`src/rtl/pps_pkg.sv`:
```
// Shared types and defaults for the PPS-locked pulse-train generator.
// State encoding is visible on o_state, so keep the values fixed.
package pps_pkg;

    localparam int PPS_CNT_W = 32;
    localparam int PPS_NUM_W = 16;
    localparam int PPS_WD_W  = 32;
    localparam int PPS_SYNC  = 2;

    typedef enum logic [1:0] {
        ST_IDLE = 2'd0,
        ST_HIGH = 2'd1,
        ST_LOW  = 2'd2
    } pps_state_t;

endpackage

```
`src/rtl/pps_edge_det.sv`:
```
// PPS input synchroniser with registered rising-edge detect.
// Edges are only accepted after a genuine synchronised low has been seen.
module pps_edge_det #(
    parameter int SYNC_STAGES = 2
) (
    input  logic i_clk,
    input  logic i_rst_n,
    input  logic i_sync,
    output logic o_edge
);

    logic [SYNC_STAGES-1:0] r_sync;
    logic [SYNC_STAGES-1:0] r_vld;
    logic                   r_sync_d;
    logic                   r_armed;
    logic                   r_edge;
    logic                   w_sync_q;
    logic                   w_rise;

    assign w_sync_q = r_sync[SYNC_STAGES-1];
    assign w_rise   = w_sync_q & ~r_sync_d & r_armed;
    assign o_edge   = r_edge;

    // r_vld marks when the chain holds real samples rather than reset zeros
    always_ff @(posedge i_clk or negedge i_rst_n) begin
        if (!i_rst_n) begin
            r_sync   <= '0;
            r_vld    <= '0;
            r_sync_d <= 1'b0;
            r_armed  <= 1'b0;
            r_edge   <= 1'b0;
        end else begin
            r_sync   <= {r_sync[SYNC_STAGES-2:0], i_sync};
            r_vld    <= {r_vld[SYNC_STAGES-2:0], 1'b1};
            r_sync_d <= w_sync_q;
            if (r_vld[SYNC_STAGES-1] && !w_sync_q)
                r_armed <= 1'b1;
            r_edge   <= w_rise;
        end
    end

endmodule

```
`src/rtl/pps_pulse_gen.sv`:
```
// PPS-triggered burst generator: N pulses of programmable half-period,
// restartable by a new edge, with watchdog-driven holdover.
module pps_pulse_gen
    import pps_pkg::*;
#(
    parameter int CNT_W       = PPS_CNT_W,
    parameter int NUM_W       = PPS_NUM_W,
    parameter int SYNC_STAGES = PPS_SYNC,
    parameter int WD_W        = PPS_WD_W
) (
    input  logic             i_clk,
    input  logic             i_rst_n,
    input  logic             i_sync,
    input  logic [NUM_W-1:0] i_pulse_num,
    input  logic [CNT_W-1:0] i_half_period,
    input  logic [WD_W-1:0]  i_timeout,
    input  logic             i_holdover_en,
    output logic             o_trig,
    output logic             o_trig_stb,
    output logic [NUM_W-1:0] o_pulse_idx,
    output logic             o_busy,
    output logic             o_pps_lost,
    output logic             o_resync,
    output logic [1:0]       o_state
);

    pps_state_t       r_state;
    logic [CNT_W-1:0] r_cnt;
    logic [CNT_W-1:0] r_half;
    logic [NUM_W-1:0] r_rem;
    logic [NUM_W-1:0] r_idx;
    logic             r_trig;
    logic             r_stb;
    logic             r_resync;
    logic             r_lost;
    logic [WD_W-1:0]  r_wd;

    pps_state_t       w_state_nx;
    logic [CNT_W-1:0] w_cnt_nx;
    logic [CNT_W-1:0] w_half_nx;
    logic [NUM_W-1:0] w_rem_nx;
    logic [NUM_W-1:0] w_idx_nx;
    logic             w_stb_nx;
    logic             w_resync_nx;
    logic             w_ext_edge;
    logic             w_int_edge;
    logic             w_edge;
    logic             w_cnt_done;
    logic [CNT_W-1:0] w_half_ld;

    pps_edge_det #(
        .SYNC_STAGES (SYNC_STAGES)
    ) u_edge (
        .i_clk   (i_clk),
        .i_rst_n (i_rst_n),
        .i_sync  (i_sync),
        .o_edge  (w_ext_edge)
    );

    // a real edge always wins over a same-cycle holdover edge
    assign w_int_edge = i_holdover_en
                      && (i_timeout != '0)
                      && (r_wd == i_timeout - WD_W'(1))
                      && !w_ext_edge;
    assign w_edge     = w_ext_edge | w_int_edge;
    assign w_half_ld  = (i_half_period == '0) ? CNT_W'(1) : i_half_period;
    assign w_cnt_done = (r_cnt == r_half - CNT_W'(1));

    assign o_trig      = r_trig;
    assign o_trig_stb  = r_stb;
    assign o_pulse_idx = r_idx;
    assign o_busy      = (r_state != ST_IDLE);
    assign o_pps_lost  = r_lost;
    assign o_resync    = r_resync;
    assign o_state     = r_state;

    always_comb begin
        w_state_nx  = r_state;
        w_cnt_nx    = r_cnt;
        w_half_nx   = r_half;
        w_rem_nx    = r_rem;
        w_idx_nx    = r_idx;
        w_stb_nx    = 1'b0;
        w_resync_nx = 1'b0;
        if (w_edge) begin
            w_half_nx   = w_half_ld;
            w_cnt_nx    = '0;
            w_resync_nx = (r_state != ST_IDLE);
            w_idx_nx    = '0;
            if (i_pulse_num != '0) begin
                w_state_nx = ST_HIGH;
                w_rem_nx   = i_pulse_num - NUM_W'(1);
                w_stb_nx   = 1'b1;
            end else begin
                w_state_nx = ST_IDLE;
                w_rem_nx   = '0;
            end
        end else begin
            case (r_state)
                ST_IDLE: begin
                    w_cnt_nx = '0;
                end
                ST_HIGH: begin
                    if (w_cnt_done) begin
                        w_state_nx = ST_LOW;
                        w_cnt_nx   = '0;
                    end else begin
                        w_cnt_nx = r_cnt + CNT_W'(1);
                    end
                end
                ST_LOW: begin
                    if (w_cnt_done) begin
                        w_cnt_nx = '0;
                        if (r_rem != '0) begin
                            w_state_nx = ST_HIGH;
                            w_rem_nx   = r_rem - NUM_W'(1);
                            w_idx_nx   = r_idx + NUM_W'(1);
                            w_stb_nx   = 1'b1;
                        end else begin
                            w_state_nx = ST_IDLE;
                            w_idx_nx   = '0;
                        end
                    end else begin
                        w_cnt_nx = r_cnt + CNT_W'(1);
                    end
                end
                default: begin
                    w_state_nx = ST_IDLE;
                    w_cnt_nx   = '0;
                    w_rem_nx   = '0;
                    w_idx_nx   = '0;
                end
            endcase
        end
    end

    always_ff @(posedge i_clk or negedge i_rst_n) begin
        if (!i_rst_n) begin
            r_state  <= ST_IDLE;
            r_cnt    <= '0;
            r_half   <= '0;
            r_rem    <= '0;
            r_idx    <= '0;
            r_trig   <= 1'b0;
            r_stb    <= 1'b0;
            r_resync <= 1'b0;
        end else begin
            r_state  <= w_state_nx;
            r_cnt    <= w_cnt_nx;
            r_half   <= w_half_nx;
            r_rem    <= w_rem_nx;
            r_idx    <= w_idx_nx;
            r_trig   <= (w_state_nx == ST_HIGH);
            r_stb    <= w_stb_nx;
            r_resync <= w_resync_nx;
        end
    end

    always_ff @(posedge i_clk or negedge i_rst_n) begin
        if (!i_rst_n) begin
            r_wd   <= '0;
            r_lost <= 1'b0;
        end else begin
            if (w_ext_edge) begin
                r_wd   <= '0;
                r_lost <= 1'b0;
            end else if (w_int_edge) begin
                r_wd   <= '0;
                r_lost <= 1'b1;
            end else if (r_wd != '1) begin
                r_wd <= r_wd + WD_W'(1);
            end
        end
    end

endmodule

```
`config.mk`:
```
export PLATFORM = sky130hd
export DESIGN_NAME = pps_pulse_gen
export DESIGN_NICKNAME = d
export VERILOG_FILES = /design/src/rtl/pps_pkg.sv /design/src/rtl/pps_edge_det.sv /design/src/rtl/pps_pulse_gen.sv
export SDC_FILE = /design/constraint.sdc
export NUM_CORES = 1
export LEC_CHECK = 0
export ABC_CLOCK_PERIOD_IN_PS = 10600
export BUFFER_PORTS_ARGS = -buffer_cell sky130_fd_sc_hd__buf_2
export CORE_MARGIN = 3
export CORE_UTILIZATION = 45
export CTS_BUF_LIST = sky130_fd_sc_hd__clkbuf_8
export CTS_CLUSTER_DIAMETER = 60
export DETAILED_ROUTE_END_ITERATION = 12
export PLACE_DENSITY_LB_ADDON = 0.05
export SYNTH_ARGS = -nofsm -noshare
export SYNTH_HDL_FRONTEND = slang
export SYNTH_SLANG_ARGS = --single-unit
```
`constraint.sdc`:
```
create_clock -name i_clk -period 10.6 [get_ports i_clk]
set_input_delay 1.06 -clock i_clk [delete_from_list [all_inputs] [get_ports i_clk]]
set_output_delay 1.06 -clock i_clk [all_outputs]
set_load 0.02 [all_outputs]
```
==> summary.txt, run 1 <==
STA
  – Skew final: 0.02365 ns
  – Slew Limit Fails: 0
  – Final Hold Fails: 0
  – Fin crit period: 5.085 ns
  – Max Fclk: 196.7 MHz
  – Final hold slack: 0.3572 ns
  – Worst slew pin tran: 1.023 ns
  – RSZ-0062 raised after global routing: no
  – Final setup viols: 0
  – Part of the cycle the worst path needs: 0.4797
  – TNS Setup: 0 ns
  – Max-slew headroom: 0.3120

Synthesis
  – Largest family of logic cells by synthesized area: simple AND/OR/NAND/NOR gates
  – Post-synthesis xor/xnor area fraction: 0.1350
  – Synth async-reset ratio: 1.000
  – Yosys top cell area share: 0.3587
  – Cell variety after synth: 74
  – Yosys warns: 0
  – Seq/Total Area, Yosys: 0.3587
  – Post-Syn Area per Cell: 8.342 µm²
  – Simple-gate share of the synthesized area: 0.3173
  – Cell taking the most area after synthesis: dfrtp_1
  – Post-synthesis mux area share: 0.01501
  – Post-Syn Nets: 1275
  – Post-synth EDFFs: 0
  – Post-Synthesis Cells: 1179
  – Yosys reg bits: 141
  – Post-synthesis adder-cell area fraction: 0.01527
  – Synth area leaders: dfrtp_1 36%, xor2_1 6.7%, xnor2_1 6.6%, nand2_1 6.2%, nor2_1 5.4%
  – Compound-Gate Fraction of Synth Area: 0.1195
  – Cell area after synthesis: 9836 µm²
  – Ys flop type: dfrtp_1

Placed design
  – Number of port buffers: 106
  – Routability cong.: 0.8505
  – Hpwl dp: 19.94 mm

Finish
  – Commonest non-fill, non-tap cells in the layout: 163 x nand2_1, 142 x nor2_1, 141 x dfrtp_1, 105 x buf_2, 75 x xor2_1
  – Layout area overhead: 11.55%
  – Layout net count: 1354
  – Ant diodes: 0
  – Commonest non-fill, non-tap cell in the layout: nand2_1
  – Layout cells sized above 1: 0.1416

Route
  – Vias per cell: 5.726
  – WL/cell: 17.56 µm
  – Remaining DRCs: 0
  – Routed Antenna Nets: 0
  – Drt pass-1 iters: 5
  – Routed WL: 27.15 mm
  – Routed vias: 8853
  – DR iter-0 viols: 676

Floorplanning
  – IO Pins: 107
  – Placeable Area: 21220 µm²
  – Full die area: 23670 µm²
  – Die height: 153.8 µm
  – Initial Util: 0.4635
  – Rows: 53
  – Die Wd: 153.8 µm

Setup path
  – Reg2reg setup slack: 6.18 ns
  – Largest stage delay on the critical path: 0.71 ns
  – CP Launch Type: input pin
  – Setup CP Type: input pin to flip-flop
  – Crit path cell chain: buf_2 -> inv_1 -> ha_1 -> nor3b_1 -> and3_1 -> o2111ai_1 -> a2111oi_0 -> nand4_1 -> a2111oi_2 -> a21o_2 -> buf_4 -> or3_4 -> o311ai_0
  – Critical Path AT: 5.42 ns
  – Critical Path Fanout Max: 85
  – Worst EP required: 10.93 ns
  – Max stage delay cell, worst path: a2111oi_2
  – Critical Path Sink Type: flip-flop

Clock tree
  – CTS sink cnt: 141
  – TritonCTS Buffers: 17
  – Post-CTS setup buffers: 0
  – Deepest clock path buffer count: 2
  – TritonCTS clock tree: yes
  – Root Buffer: clkbuf_8
  – Clock transition at path regs: 0.09 ns
  – H-tree level count: 4
  – Post-CTS sizing: 0
  – Worst-Skew Late Latency: 0.47 ns
  – Hold buffers post-CTS: 0

Hold path
  – HP Class: flip-flop to flip-flop

Global routing
  – Total gr overflow: 0
  – GR Util All Layers: 0.2334
  – Initial antenna violation count: 0
  – Largest net degree at the start of global routing: 86
  – Number of global-route vias before repair: 8536
  – First-pass GRT wire length: 45.10 mm

Pwr
  – Worst VDD drop: 0.07369 mV
  – LEAKAGE: 4.643 nW
  – PD cells: 139.7 nW/µm²

Outcome
  – Outcome: completed

Run
  – Max-Cap Viols: 0
path summary, 6_finish.rpt:
| check | depth (start not counted) | endpoint | start |
|---|---|---|---|
| max reg2reg | 9 | r_rem[14] | r_half[2] |
| max in group asynchronous | 2 | o_state[0] | i_rst_n |
| min in group asynchronous | 1 | r_cnt[5] | i_rst_n |
| min reg2reg | 0 | u_edge.r_vld[1] | u_edge.r_vld[0] |
| max | 13 | r_rem[5] | i_timeout[0] |
| min | 0 | u_edge.r_vld[1] | u_edge.r_vld[0] |
cell usage after synthesis, types with 12 or more instances:
cell / number
a32oi_1: 14
and3_1: 26
clkbuf_1: 42
dfrtp_1: 141
ha_1: 12
inv_1: 41
nand2_1: 163
nand3_1: 58
nand4_1: 28
nor2_1: 142
nor3_1: 32
nor4_1: 42
o211ai_1: 12
o21ai_0: 24
o22ai_1: 16
o311ai_0: 12
or3_1: 13
or4_1: 15
xnor2_1: 74
xor2_1: 75
sequential cells by signal, summed over array words and instances, names as in the netlist:
register         cells
o_trig_stb           1
r_cnt               32
r_half              32
o_trig               1
u_edge.r_sync        2
o_pps_lost           1
u_edge.r_sync_d      1
r_rem               16
r_wd                32
o_pulse_idx         16
u_edge.o_edge        1
u_edge.r_vld         2
o_state              2
o_resync             1
u_edge.r_armed       1
worst max-delay path: cells and delay by family:
family / cells / cell delay, ns
buf+inv: 3 / 0.90
compound gates: 5 / 1.67
simple gates: 4 / 1.53
fa+ha+maj: 1 / 0.23
final cells by class:
| class | instances | area (µm²) |
|---|---|---|
| Timing Repair Buffer | 114 | 596.8 |
| Fill cell | 2127 | 10250 |
| Clock buffer | 18 | 247.7 |
| Clock inverter | 14 | 158.9 |
| Sequential cell | 141 | 3528 |
| Tap cell | 275 | 344.1 |
| Multi-Input combinational cell | 943 | 5942 |
| Inverter | 41 | 153.9 |
where the power goes:
part | internal, W | switching [W]
logic | 0.000158 | 0.000256
clock network | 0.000221 | 0.000237
registers | 0.000586 | 0.0000760
total | 0.000964 | 0.000569
stage by stage:
step                cell area (µm²)  cells  power [W]  utilization  setup slack [ns]
floorplan                      9836   1179  0.0009430            -             6.353
global placement              10570   1514   0.001079       0.4979             5.188
detailed placement            10570   1514   0.001081       0.4979             4.984
CTS                           10970   1546   0.001545       0.5170             5.532
global route                  10970   1546   0.001633       0.5170             5.178
finish                        10970   1546   0.001532       0.5170             5.515
per-layer routing:
metal	GRT usage	vias to the layer above	part of all wire
met4	0.05845	0	0.013
met2	0.3426	223	0.43
met1	0.3569	4211	0.51
met5	0	-	0
met3	0.04109	30	0.052
li1	-	4389	-
cells by family after synthesis:
logic type	count (synthesis)
mux	14
xor+xnor	150
fa+ha+maj	12
buf+inv	95
other cells	1
simple gates	610
compound gates	156
flops	141
No activity file was read; power rests on OpenSTA's default activity.
==> run 2: changes to the inputs <==
--- a/config.mk
+++ b/config.mk
@@ -5,7 +5,7 @@
 export SDC_FILE = /design/constraint.sdc
 export NUM_CORES = 1
 export LEC_CHECK = 0
-export ABC_CLOCK_PERIOD_IN_PS = 10600
+export ABC_CLOCK_PERIOD_IN_PS = 4200
 export BUFFER_PORTS_ARGS = -buffer_cell sky130_fd_sc_hd__buf_2
 export CORE_MARGIN = 3
 export CORE_UTILIZATION = 45
==> constraint.sdc (replaced) <==
create_clock -name i_clk -period 4.2 [get_ports i_clk]
set_input_delay 0.42 -clock i_clk [delete_from_list [all_inputs] [get_ports i_clk]]
set_output_delay 0.42 -clock i_clk [all_outputs]
set_load 0.02 [all_outputs]
==> run 2 against run 1 <==
Compared with the run above:
- the flow now finishes with violations (negative hold slack)
- sequential power is 150% higher
- clock power grew to 2.7 times the previous value
- register-to-register slack worse by 5.8 ns
- global-route usage is 0.093 points lower
- clock skew is 0.0048 ns lower
- critical endpoint unchanged
==> summary.txt, run 2 (synthesis gave the netlist of run 1 again) <==
Pwr
  – Psw: 0.001419 W (+150%)
  – Logic pwr share: 0.281 (+0.011)
  – PD cells: 355.1 nW/µm² (+150%)
  – LEAKAGE: 4.814 nW (+3.7%)
  – Clock Power Share: 0.306 (+0.008)
  – Worst VDD drop: 0.1888 mV (+160%)
  – Seq pwr share: 0.413 (-0.019)
  – Switching portion of total power: 0.3552 (-0.01581)
  – Internal Power: 0.002577 W (+170%)

Placed design
  – Post-DP Area: 10810 µm² (+2.3%)
  – Routability cong.: 0.9209 (+8.3%)
  – Number of port buffers: 106 (unchanged)
  – Hpwl dp: 20.07 mm (+0.69%)

STA
  – Slew Limit Fails: 0 (unchanged)
  – Final hold slack: -0.01759 ns (-0.3748 ns)
  – Final Hold Fails: 6 (+6)
  – Part of the cycle the worst path needs: 0.9167
  – RSZ-0062 raised after global routing: no
  – Worst slew pin tran: 1.249 ns (+0.2268 ns)
  – TNS Setup: 0 ns (unchanged)
  – Final setup viols: 0 (unchanged)
  – Fin crit period: 3.850 ns
  – Skew final: 0.01882 ns (-0.004831 ns)
  – Max Fclk: 259.7 MHz
  – Max-slew headroom: 0.1655 (-0.1464)

Finish
  – Ant diodes: 0 (unchanged)
  – Area of all placed cells without fillers: 11250 µm² (+2.6%)
  – Layout net count: 1382 (+2.1%)
  – Core Util, Final: 0.5303 (+0.01327)
  – Biggest regs: r_cnt (32), r_half (32), r_wd (32)
  – Commonest non-fill, non-tap cell in the layout: nand2_1
  – Layout cells sized above 1: 0.1609 (+0.01927)
  – Layout area overhead: 14.41%
  – Commonest non-fill, non-tap cells in the layout: 163 x nand2_1, 142 x nor2_1, 141 x dfrtp_1, 105 x buf_2, 75 x xor2_1

Clock tree
  – TritonCTS Buffers: 17 (unchanged)
  – Root Buffer: clkbuf_8
  – H-tree level count: 4 (unchanged)
  – Post-CTS setup buffers: 0 (unchanged)
  – Deepest clock path buffer count: 2 (unchanged)
  – Worst-Skew Late Latency: 0.46 ns (about the same)
  – Post-CTS sizing: 0 (unchanged)
  – TritonCTS clock tree: yes
  – CTS sink cnt: 141 (unchanged)
  – Clock transition at path regs: 0.09 ns (about the same)
  – Hold buffers post-CTS: 0 (unchanged)

Route
  – Remaining DRCs: 0 (unchanged)
  – Routed vias: 9050 (+2.2%)
  – Drt pass-1 iters: 5 (unchanged)
  – Routed Antenna Nets: 0 (unchanged)
  – WL/cell: 17.22 µm (-1.9%)
  – Routed WL: 27.11 mm (-0.13%)
  – DR iter-0 viols: 793 (+17%)
  – Vias per cell: 5.750 (+0.41%)

Global routing
  – Total gr overflow: 0 (unchanged)
  – GR Util All Layers: 0.2324 (-0.0009258)
  – Number of global-route vias before repair: 8720 (+2.2%)
  – Largest net degree at the start of global routing: 78 (-9.3%)
  – First-pass GRT wire length: 45.37 mm (+0.60%)
  – Initial antenna violation count: 0 (unchanged)

Hold path
  – HP Class: input pin to async pin

Floorplanning
  – Die height: 153.8 µm (unchanged)
  – Die Wd: 153.8 µm (unchanged)
  – Full die area: 23670 µm² (unchanged)
  – Initial Util: 0.4635 (unchanged)
  – IO Pins: 107 (unchanged)
  – Placeable Area: 21220 µm² (unchanged)
  – Rows: 53 (unchanged)

Setup path
  – Critical Path AT: 4.19 ns (-1.23 ns)
  – Worst EP required: 4.54 ns (-6.39 ns)
  – CP Launch Type: flip-flop
  – Critical Path Fanout Max: 20 (-76%)
  – Setup CP Type: flip-flop to flip-flop
  – Critical Path Sink Type: flip-flop

Outcome
  – Failing checks: negative hold slack
  – Outcome: complete, but fails checks

Run
  – Max-Cap Viols: 0 (unchanged)
[run 2: changes by cell type in the layout (fill, tap and decap cells not counted), moves of 2 or more]
cell       previous run  this run
inv_6                 4         2
buf_12                0         3
buf_4                 8        33
inv_8                 2         0
bufinv_16             2         4
[run 2: worst paths after layout]
kind,start,endpoint,slack [ns],cells after the start
worst min-delay path,i_rst_n,r_cnt[5],-0.02,1
min in group i_clk,i_sync,u_edge.r_sync[0],0.07,1
worst max-delay path,r_half[7],r_rem[5],0.35,9
worst min register to register,u_edge.r_vld[0],u_edge.r_vld[1],0.36,0
worst max register to register,r_half[7],r_rem[5],0.35,9
max in group asynchronous,i_rst_n,r_wd[17],3.37,2
[run 2: per-layer routing]
| metal | vias up | track usage | share of wire |
|---|---|---|---|
| met1 | 4287 | 0.3566 | 0.50 |
| met3 | 23 | 0.04194 | 0.060 |
| li1 | 4455 | - | - |
| met5 | - | 0 | 0 |
| met2 | 285 | 0.3438 | 0.43 |
| met4 | 0 | 0.04878 | 0.010 |
[run 2: stage by stage]
stage / std cells / setup slack, ns / power, W
floorplan: 1179 / 0.5595 / 0.002380
global placement: 1542 / 0.2506 / 0.002779
detailed placement: 1542 / 0.2404 / 0.002785
CTS: 1574 / 0.2368 / 0.004015
global route: 1574 / 0.01537 / 0.004254
finish: 1574 / 0.3497 / 0.003997
[run 2: area by class of cell]
class,count,area (µm²)
Timing Repair Buffer,142,844.6
Fill cell,2094,9967
Clock inverter,15,196.4
Clock buffer,17,234.0
Sequential cell,141,3528
Tap cell,275,344.1
Multi-Input combinational cell,943,5952
Inverter,41,153.9
[run 2: power by group through the flow]
stage                     Combinational [W]  Clock [W]  Sequential [W]
after floorplan                    0.000751          0         0.00163
after global placement              0.00111          0         0.00167
after detailed placement            0.00111          0         0.00167
after CTS                           0.00112    0.00125         0.00165
after global routing                0.00126    0.00131         0.00167
final                               0.00112    0.00122         0.00165
[run 2: worst max-delay path: stages, from the launching register on]
cell,delay (ns)
dfrtp_1,0.46
or4_4,0.61
or4_4,0.58
nor3_1,0.23
xnor2_1,0.17
nor4b_2,0.22
nand4_1,0.17
or3_4,0.44
or3_4,0.51
o311ai_0,0.34
==> run 3: changes to the inputs <==
--- a/config.mk
+++ b/config.mk
@@ -5,6 +5,7 @@
 export SDC_FILE = /design/constraint.sdc
 export NUM_CORES = 1
 export LEC_CHECK = 0
+export ABC_AREA = 1
 export ABC_CLOCK_PERIOD_IN_PS = 4200
 export BUFFER_PORTS_ARGS = -buffer_cell sky130_fd_sc_hd__buf_2
 export CORE_MARGIN = 3
@@ -16,3 +17,4 @@
 export SYNTH_ARGS = -nofsm -noshare
 export SYNTH_HDL_FRONTEND = slang
 export SYNTH_SLANG_ARGS = --single-unit
+export TNS_END_PERCENT = 50
==> run 3 against run 2 <==
Compared with the run above:
- the flow now finishes without violations
- largest cell class unchanged
- register-to-register slack better by 0.53 ns
- combinational power is 20% lower
- fmax grew 16%
- synthesized area up 7.9%
- final area up 5.1%
- sequential share of layout area fell by 1.5 points
==> summary.txt, run 3 <==
Outcome
  – Outcome: completed

Synthesis
  – Ys flop type: dfrtp_1
  – Yosys top cell area share: 0.3326 (-0.02615)
  – Cell taking the most area after synthesis: dfrtp_1
  – Post-Syn Area per Cell: 6.672 µm² (-20%)
  – Synth area leaders: dfrtp_1 33%, nand2_1 15%, nor2_1 8.5%, xor2_1 8.2%, nand3_1 7.8%
  – Cell variety after synth: 39 (-47%)
  – Top-count cell post-synth: nand2_1
  – Synth top cells by count: 437 x nand2_1, 241 x nor2_1, 172 x inv_1
  – Yosys reg bits: 141 (unchanged)
  – Post-synth EDFFs: 0 (unchanged)
  – Cell area after synthesis: 10610 µm² (+7.9%)
  – Post-Syn Nets: 1686 (+32%)
  – Post-Synthesis Cells: 1590 (+35%)
  – Yosys warns: 0 (unchanged)
  – Synth async-reset ratio: 1.000 (unchanged)
  – Seq/Total Area, Yosys: 0.3326 (-0.02615)

Floorplanning
  – IO Pins: 107 (unchanged)
  – Rows: 55 (+3.8%)
  – Full die area: 25450 µm² (+7.5%)
  – Die Wd: 159.5 µm (+3.7%)
  – Initial Util: 0.4630 (-0.0005485)
  – Placeable Area: 22920 µm² (+8.0%)
  – Die height: 159.5 µm (+3.7%)

Finish
  – Layout net count: 1785 (+29%)
  – Biggest regs: r_cnt (32), r_half (32), r_wd (32)
  – Layout cells sized above 1: 0.1034 (-0.05749)
  – Filler instances: 2386 (+14%)
  – Layout area overhead: 11.51%
  – Commonest non-fill, non-tap cells in the layout: 437 x nand2_1, 241 x nor2_1, 173 x inv_1, 166 x nand3_1, 141 x dfrtp_1
  – Commonest non-fill, non-tap cell in the layout: nand2_1
  – Ant diodes: 0 (unchanged)

STA
  – Worst slew pin tran: 0.7292 ns (-0.5202 ns)
  – Final setup viols: 0 (unchanged)
  – TNS Setup: 0 ns (unchanged)
  – Fin crit period: 3.318 ns (-0.5320 ns)
  – Max-slew headroom: 0.5139 (+0.3484)
  – Post-route setup slack: 0.8817 ns (+0.5320 ns)
  – Skew final: 0.02376 ns (+0.004941 ns)
  – Slew Limit Fails: 0 (unchanged)
  – Max Fclk: 301.4 MHz (+16%)
  – RSZ-0062 raised after global routing: no
  – Part of the cycle the worst path needs: 0.7901 (-0.1267)
  – Final Hold Fails: 0 (-6)

Global routing
  – Initial antenna violation count: 0 (unchanged)
  – Number of global-route vias before repair: 9677 (+11%)
  – First-pass GRT wire length: 49.33 mm (+8.7%)
  – GR Util All Layers: 0.2358 (+0.003304)
  – Total gr overflow: 0 (unchanged)
  – Largest net degree at the start of global routing: 81 (+3.8%)

Setup path
  – Critical Path Start: r_half[0]
  – Critical R2R Capture: o_pulse_idx[12]
  – Reg2reg start: r_half[0]
  – Critical Path Fanout Max: 17 (-15%)
  – Setup CP Type: flip-flop to flip-flop
  – Critical Path AT: 3.74 ns (-0.45 ns)
  – Worst EP required: 4.62 ns (+0.08 ns)
  – Reg2reg setup slack: 0.88 ns (+0.53 ns)
  – R2R depth: 18 (+9)
  – CP Launch Type: flip-flop
  – Critical Path Sink Type: flip-flop

Route
  – WL/cell: 14.88 µm (-14%)
  – Vias per cell: 5.089 (-11%)
  – Routed vias: 10.25k (+13%)
  – Drt pass-1 iters: 6 (+1)
  – DR iter-0 viols: 626 (-21%)
  – Remaining DRCs: 0 (unchanged)
  – Routed Antenna Nets: 0 (unchanged)
  – Routed WL: 29.99 mm (+11%)

Clock tree
  – Deepest clock path buffer count: 2 (unchanged)
  – Post-CTS setup buffers: 0 (unchanged)
  – TritonCTS Buffers: 17 (unchanged)
  – CTS sink cnt: 141 (unchanged)
  – Clock transition at path regs: 0.11 ns (+0.02 ns)
  – Post-CTS sizing: 0 (unchanged)
  – Worst-Skew Late Latency: 0.47 ns (about the same)
  – Hold buffers post-CTS: 1 (+1)
  – Root Buffer: clkbuf_8
  – TritonCTS clock tree: yes
  – H-tree level count: 4 (unchanged)

Pwr
  – PD cells: 307.6 nW/µm² (-13%)
  – Worst VDD drop: 0.1860 mV (-1.5%)
  – LEAKAGE: 5.693 nW (+18%)

Hold path
  – HP Class: input pin to flip-flop
  – Hold Path End: u_edge.r_sync[0]
  – Worst hold stages: 1
  – HP Start: i_sync

Placed design
  – Dpl ws: 0.7374 ns (+0.4970 ns)
  – Routability cong.: 0.9134 (-0.81%)
  – Hpwl dp: 23.11 mm (+15%)
  – Number of port buffers: 106 (unchanged)

Run
  – Max-Cap Viols: 0 (unchanged)
==> run 3: report_power, final <==
part / switching, W / leakage, nW / total, W / internal, W
registers: 0.000115 / 1.89 / 0.00156 / 0.00145
logic: 0.000585 / 3.60 / 0.000891 / 0.000305
clock network: 0.000637 / 0.204 / 0.00119 / 0.000550
total: 0.00134 / 5.69 / 0.00364 / 0.00230
==> run 3: cell families (layout without fill, tap and decap cells) <==
| kind of cell | count (synthesis) | in the layout | share of synthesized area |
|---|---|---|---|
| xor+xnor | 141 | 141 | 0.1177 |
| buf+inv | 208 | 320 | 0.08055 |
| fa+ha+maj | 12 | 12 | 0.01415 |
| simple gates | 1019 | 1019 | 0.4193 |
| flops | 141 | 141 | 0.3326 |
| compound gates | 68 | 68 | 0.03538 |
| other cells | 1 | 1 | 0.0003535 |
==> run 3: worst max path at each step <==
stage	slack (ns)	endpoint
after global placement	0.86	r_half[0]
after CTS	0.90	o_pulse_idx[12]
final	0.88	o_pulse_idx[12]
after detailed placement	0.74	r_half[0]
after global routing	0.53	o_pulse_idx[10]
after floorplan	1.78	r_rem[6]
==> run 3: metrics by stage <==
step / hold WS, ns / util / std cells / area [µm²] / total power (W)
3_5_place_dp: 0.3372 / 0.4977 / 1982 / 11410 / 0.002473
2_1_floorplan: 0.1244 / - / 1590 / 10610 / 0.002197
4_1_cts: 0.02229 / 0.5162 / 2015 / 11830 / 0.003665
6_report: 0.05023 / 0.5162 / 2015 / 11830 / 0.003639
3_3_place_gp: 0.3381 / 0.4977 / 1982 / 11410 / 0.002468
5_1_grt: 0.03351 / 0.5162 / 2015 / 11830 / 0.003874
==> run 3: critical path, stage by stage (launching register included) <==
cell and delay [ns]:
dfrtp_1 0.40, inv_1 0.17, ha_1 0.22, nand2_1 0.13, nor2_1 0.16, nand2_1 0.13, nor2_2 0.22, nand2_1 0.08
nand2_1 0.09, nand2_1 0.05, nor2_1 0.11, nand3_1 0.10, nor2_2 0.21, nand4_1 0.24, nand2_1 0.16, nand2_2 0.26
inv_2 0.33, nand3_1 0.12, nand2_1 0.08
==> run 3: area by class of cell <==
cell class | count | area (µm²) | area share
repair buffers | 112 | 609.3 | 0.05151
clock inverters | 15 | 180.2 | 0.01523
multi-input cells | 1241 | 6226 | 0.5263
flip-flops and latches | 141 | 3528 | 0.2983
well taps | 313 | 391.6 | 0.03310
clock buffers | 17 | 234.0 | 0.01978
inverters | 176 | 660.6 | 0.05584
==> run 3: metal layers <==
| layer | share of wire | vias to the layer above | track usage |
|---|---|---|---|
| met5 | 0 | - | 0 |
| met4 | 0.0096 | 0 | 0.04497 |
| met2 | 0.44 | 223 | 0.3661 |
| met1 | 0.50 | 4738 | 0.3468 |
| li1 | - | 5273 | - |
| met3 | 0.046 | 20 | 0.04188 |
